### src/rtl/dwa_element_selector.sv
// rtl/dwa_element_selector.sv - quantizer plus DWA unit-element selector, 2-stage valid/ready pipeline
// Optional qerr_o output enabled by DWA_QERR_EN.
module dwa_element_selector #(
  parameter int WIDTH  = 16,
  parameter int N_ELEM = 8
) (
  input  logic                         clk_i,
  input  logic                         reset_ni,
  input  logic signed [WIDTH-1:0]      sample_i,
  input  logic                         sample_valid_i,
  output logic                         sample_ready_o,
  output logic [N_ELEM-1:0]            elem_en_o,
  output logic [$clog2(N_ELEM):0]      code_o,
  output logic [$clog2(N_ELEM)-1:0]    ptr_o,
  output logic                         elem_valid_o,
  input  logic                         elem_ready_i
`ifdef DWA_QERR_EN
  ,
  output logic signed [WIDTH-1:0]      qerr_o
`endif
);

  localparam int LOG2N  = $clog2(N_ELEM);
  localparam int CODE_W = LOG2N + 1;
  localparam int SHIFT  = WIDTH - LOG2N;
  localparam logic [WIDTH:0]    C_RND  = (WIDTH+1)'(1) << (SHIFT - 1);
  localparam logic [CODE_W-1:0] C_NMAX = CODE_W'(N_ELEM);

  logic                   r_s1_valid;
  logic [CODE_W-1:0]      r_s1_code;
  logic                   r_elem_valid;
  logic [N_ELEM-1:0]      r_elem_en;
  logic [CODE_W-1:0]      r_code;
  logic [LOG2N-1:0]       r_ptr;

  logic [WIDTH:0]         w_u;
  logic [WIDTH:0]         w_ur;
  logic [CODE_W-1:0]      w_code_raw;
  logic [CODE_W-1:0]      w_code;
  logic [N_ELEM-1:0]      w_mask;
  logic [2*N_ELEM-1:0]    w_rot;
  logic [N_ELEM-1:0]      w_en;
  logic [LOG2N-1:0]       w_ptr_next;
  logic                   w_s2_free;
  logic                   w_s1_load;
  logic                   w_s2_load;
  logic                   w_unused;

  // Offset-binary by flipping the sign bit, then round to nearest level.
  assign w_u        = {1'b0, ~sample_i[WIDTH-1], sample_i[WIDTH-2:0]};
  assign w_ur       = w_u + C_RND;
  assign w_code_raw = w_ur[WIDTH:SHIFT];
  assign w_code     = (w_code_raw > C_NMAX) ? C_NMAX : w_code_raw;

  assign w_s2_free      = !r_elem_valid || elem_ready_i;
  assign w_s2_load      = r_s1_valid && w_s2_free;
  assign sample_ready_o = !r_s1_valid || w_s2_free;
  assign w_s1_load      = sample_valid_i && sample_ready_o;

  // Thermometer mask rotated left by the pointer; the upper half of the
  // doubled word is the circular rotation.
  always_comb begin
    w_mask = '0;
    if (r_s1_code[LOG2N])
      w_mask = '1;
    else
      w_mask = (N_ELEM'(1) << r_s1_code[LOG2N-1:0]) - N_ELEM'(1);
  end

  assign w_rot      = {w_mask, w_mask} << r_ptr;
  assign w_en       = w_rot[2*N_ELEM-1:N_ELEM];
  assign w_ptr_next = r_ptr + r_s1_code[LOG2N-1:0];

  always_ff @(posedge clk_i or negedge reset_ni) begin
    if (!reset_ni) begin
      r_s1_valid   <= 1'b0;
      r_s1_code    <= '0;
      r_elem_valid <= 1'b0;
      r_elem_en    <= '0;
      r_code       <= '0;
      r_ptr        <= '0;
    end else begin
      if (w_s1_load) begin
        r_s1_valid <= 1'b1;
        r_s1_code  <= w_code;
      end else if (w_s2_load) begin
        r_s1_valid <= 1'b0;
      end
      if (w_s2_load) begin
        r_elem_valid <= 1'b1;
        r_elem_en    <= w_en;
        r_code       <= r_s1_code;
        r_ptr        <= w_ptr_next;
      end else if (elem_ready_i) begin
        r_elem_valid <= 1'b0;
      end
    end
  end

  assign elem_en_o    = r_elem_en;
  assign code_o       = r_code;
  assign ptr_o        = r_ptr;
  assign elem_valid_o = r_elem_valid;

`ifdef DWA_QERR_EN
  localparam logic [WIDTH:0] C_HALF = (WIDTH+1)'(1) << (WIDTH - 1);

  logic [WIDTH:0]   w_level;
  logic [WIDTH:0]   w_qerr_full;
  logic [WIDTH-1:0] r_s1_qerr;
  logic [WIDTH-1:0] r_qerr;

  // The error is bounded by half a step, so the top bit is redundant.
  assign w_level     = {w_code, {SHIFT{1'b0}}} - C_HALF;
  assign w_qerr_full = {sample_i[WIDTH-1], sample_i} - w_level;

  always_ff @(posedge clk_i or negedge reset_ni) begin
    if (!reset_ni) begin
      r_s1_qerr <= '0;
      r_qerr    <= '0;
    end else begin
      if (w_s1_load)
        r_s1_qerr <= w_qerr_full[WIDTH-1:0];
      if (w_s2_load)
        r_qerr <= r_s1_qerr;
    end
  end

  assign qerr_o   = r_qerr;
  assign w_unused = ^{w_ur[SHIFT-1:0], w_rot[N_ELEM-1:0], w_qerr_full[WIDTH]};
`else
  assign w_unused = ^{w_ur[SHIFT-1:0], w_rot[N_ELEM-1:0]};
`endif

endmodule
### config.mk
export PLATFORM = sky130hd
export DESIGN_NAME = dwa_element_selector
export DESIGN_NICKNAME = d
export VERILOG_FILES = /design/src/rtl/dwa_element_selector.sv
export SDC_FILE = /design/constraint.sdc
export NUM_CORES = 1
export LEC_CHECK = 0
export ABC_CLOCK_PERIOD_IN_PS = 4500
export CAP_MARGIN = 20
export CORE_ASPECT_RATIO = 0.8
export CORE_MARGIN = 4
export CORE_UTILIZATION = 35
export DETAILED_ROUTE_END_ITERATION = 7
export DONT_BUFFER_PORTS = 1
export PLACE_DENSITY = 0.55
export SYNTH_ARGS = -nofsm -noshare
export SYNTH_HDL_FRONTEND = slang
export SYNTH_SLANG_ARGS = --single-unit
### constraint.sdc
create_clock -name clk_i -period 4.5 [get_ports clk_i]
set_input_delay 1.35 -clock clk_i [delete_from_list [all_inputs] [get_ports clk_i]]
set_output_delay 1.35 -clock clk_i [all_outputs]
set_load 0.005 [all_outputs]
==> results.yml <==
yosys:
  yosys.area_share.adder_pct: 3.955
  synth_area_leaders: "dfrtp_1, a211oi_1, nand2_1, nor2_1, o21ai_0"
  synth-simple-area-share_pct: 23.90
  synth_top_flop_cell: "dfrtp_1"
  synth_nets: 188
  synth_top_family_by_area: "compound AO/OA/AOI/OAI gates"
  synth-edff-count: 0
  synth_compound_gate_area_share_pct: 25.80
  synth_xor_xnor_area_share_pct: 3.009
  yosys_warnings: 0
  ys_seq_area_share_pct: 36.11
  synth.area.mux_share_pct: 0.6879
  ys_ff_latch: 21
  synth_area_leader_cell: "dfrtp_1"
  synthArstFlopShare_pct: 100.0
  synth_top_area_share_pct: 36.11
  synth_cell_types: 47
  avgSynthCellArea_um2: 8.873
  netlist_instances: 164
  netlist_area_mm2: 0.001455
grt:
  grt-ovfl-total: 0
  antenna_found_initial: 0
  grt_max_degree: 25
  grt_pass1_wl_um: 5720
  grt_pass1_vias: 1132
  track_usage_pct: 14.02
placement:
  port_buffers: 0
  dpl-instance-area_mm2: 0.001455
  hpwl_um: 2495
  gp_congestion: 0.8615
routing:
  vias_per_cell: 5.781
  wire_per_inst_um: 16.81
  drc: 0
  ant_nets: 0
  dr.pass1.iters: 4
  via_count: 1214
  met2_wirelength_um: 1493
  drt-total-wl_um: 3531
  drt_iter0_drc: 83
  drt-met1-wl_um: 1701
  dr_wl_met3_um: 291
  routed.top_layer: "met4"
timing:
  setup-tns-final_ns: 0
  tightest_slew_ns: 0.7248
  slew_viol_final: 0
  grt_setup_unrepaired: "false"
  finalCritPeriodShare_pct: 64.26
  setup_viol_count_final: 0
  fmax_ghz: 0.3458
  relSlewSlack_pct: 51.68
  hold_viol: 0
  skew_ns: 0.002033
  period_minus_slack_ns: 2.892
critical_path:
  crit_fanout: 3
  cp_slowest_cell: "nand3b_1"
  path_cells: "nand3b_1"
  ff2ff_path_depth: 7
  slowest_delay_ns: 0.19
  path_class: "primary input to primary output"
  reg2reg_slack_ns: 1.66
  path_buf_inv: 0
  cp.required_ns: 3.15
  end_kind: "primary output"
  rr_endpoint: "elem_en_o[4]"
  worst_ep_arrival_time_ns: 1.54
  reg2reg_from: "r_s1_code[1]"
  worst_setup_path_start_kind: "primary input"
  crit_family: "simple AND/OR/NAND/NOR gates"
final_layout:
  fill_cells: 411
  fin_util_pct: 38.43
  stdcell_area_mm2: 0.001500
  seqCellArea_um2: 525.5
  layout.nets: 180
  drive_gt1_share_pct: 6.452
  area_delta_synth_final_pct: 3.095
  n_antenna_cell: 0
  multi_input_area_um2: 834.6
flow_run:
  maxCapViolCount: 0
worst_hold_path:
  min_to: "code_o[2]"
  hold_depth: 2
  hold_start: "code_o[2]"
  hold_path.class: "flip-flop to flip-flop"
power:
  totalPowerFinal_uw: 837.3
  power_density_mw_per_mm2: 558.2
  vdd_drop_max_mv: 0.1598
  leakage_nw: 0.5901
clock_tree:
  h-tree-depth: 1
  cts-root-buf: "clkbuf_8"
  cts_tree: "built"
  clkSinkCount: 21
  cts_buffers: 3
  clkLatencyLatePin_ns: 0.26
  cts_buffer_depth: 2
  cts_resized: 0
  cts_hold_buf: 0
  clkTransAtPathRegs_ns: 0.07
  post_cts_buffers: 0
floorplan:
  dieArea_mm2: 0.005260
  num_rows: 20
  floorplan.io_pins: 37
  die_y_um: 65.67
  die_width_um: 80.09
  initial_core_util_pct: 37.28
  coreArea_mm2: 0.003904
status:
  status: "complete, no violations"
-- logic make-up after synthesis --
| logic type | Yosys count |
|---|---|
| xor gates and xnor gates | 5 |
| adders and majority gates | 4 |
| AOI/OAI and AO/OA | 50 |
| buffers and inverters | 20 |
| and+or+nand+nor | 63 |
| muxes | 1 |
| DFF | 21 |
-- metal layers --
metal / track usage, % / vias up
li1: - / 589
met1: 19.47 / 571
met4: 3.797 / 0
met3: 5.205 / 6
met2: 20.35 / 48
met5: 0 / -
-- state kept, by name, indices dropped and copies added, names as in the netlist --
signal / count
code_o: 4
elem_en_o: 8
r_s1_code: 4
elem_valid_o: 1
ptr_o: 3
r_s1_valid: 1
-- cells in the mapped netlist, types with 2 or more instances --
cell type	number
dfrtp_1	21
nand3b_1	2
a31oi_1	3
inv_1	7
ha_1	3
xnor2_1	3
nand2b_1	4
o221ai_1	2
o211ai_1	5
a21oi_1	6
nor3_1	5
or4bb_1	2
nor2b_1	2
clkbuf_1	4
nand3_1	5
nand2_1	18
buf_2	7
o21ai_0	10
xor2_1	2
a211oi_1	9
or4b_4	2
nor2_1	15
o31ai_1	3
-- where the power goes --
group,switching (mW),total (mW),internal (mW)
Combinational,0.186,0.336,0.150
Sequential,0.126,0.376,0.250
Clock,0.0626,0.126,0.0632
Total,0.374,0.837,0.463
-- final cells by class --
type                       instances  share of cell area [%]
multi-input combinational        123                   55.63
clock buffer                       4                   3.002
inverter                           7                   1.751
tap                               55                   4.587
sequential                        21                   35.03
-- stage by stage --
| stage | instances | setup slack [ns] | hold WS (ns) |
|---|---|---|---|
| finish | 210 | 1.608 | 0.5171 |
| global route | 210 | 1.459 | 0.5608 |
| CTS | 210 | 1.602 | 0.5254 |
| detailed placement | 206 | 1.603 | 0.5057 |
| global placement | 206 | 1.603 | 0.5073 |
| floorplan | 164 | 1.621 | 0.4700 |
-- layout by cell type, fill, tap and decap left out, types with 5 or more instances in the layout --
master | Yosys | layout
nand2_1 | 18 | 18
dfrtp_1 | 21 | 21
inv_1 | 7 | 7
nand3_1 | 5 | 5
o211ai_1 | 5 | 5
o21ai_0 | 10 | 10
nor2_1 | 15 | 15
nor3_1 | 5 | 5
a21oi_1 | 6 | 6
a211oi_1 | 9 | 9
-- worst max-delay path by stage --
stage,cells past startpoint,slack [ns],endpoint,start
2_1_floorplan,1,1.62,sample_ready_o,elem_ready_i
3_3_place_gp,1,1.60,sample_ready_o,elem_ready_i
3_5_place_dp,1,1.60,sample_ready_o,elem_ready_i
4_1_cts,1,1.60,sample_ready_o,elem_ready_i
5_1_grt,7,1.46,elem_en_o[4],r_s1_code[1]
6_report,1,1.61,sample_ready_o,elem_ready_i
No activity file was read; power rests on OpenSTA's default activity.
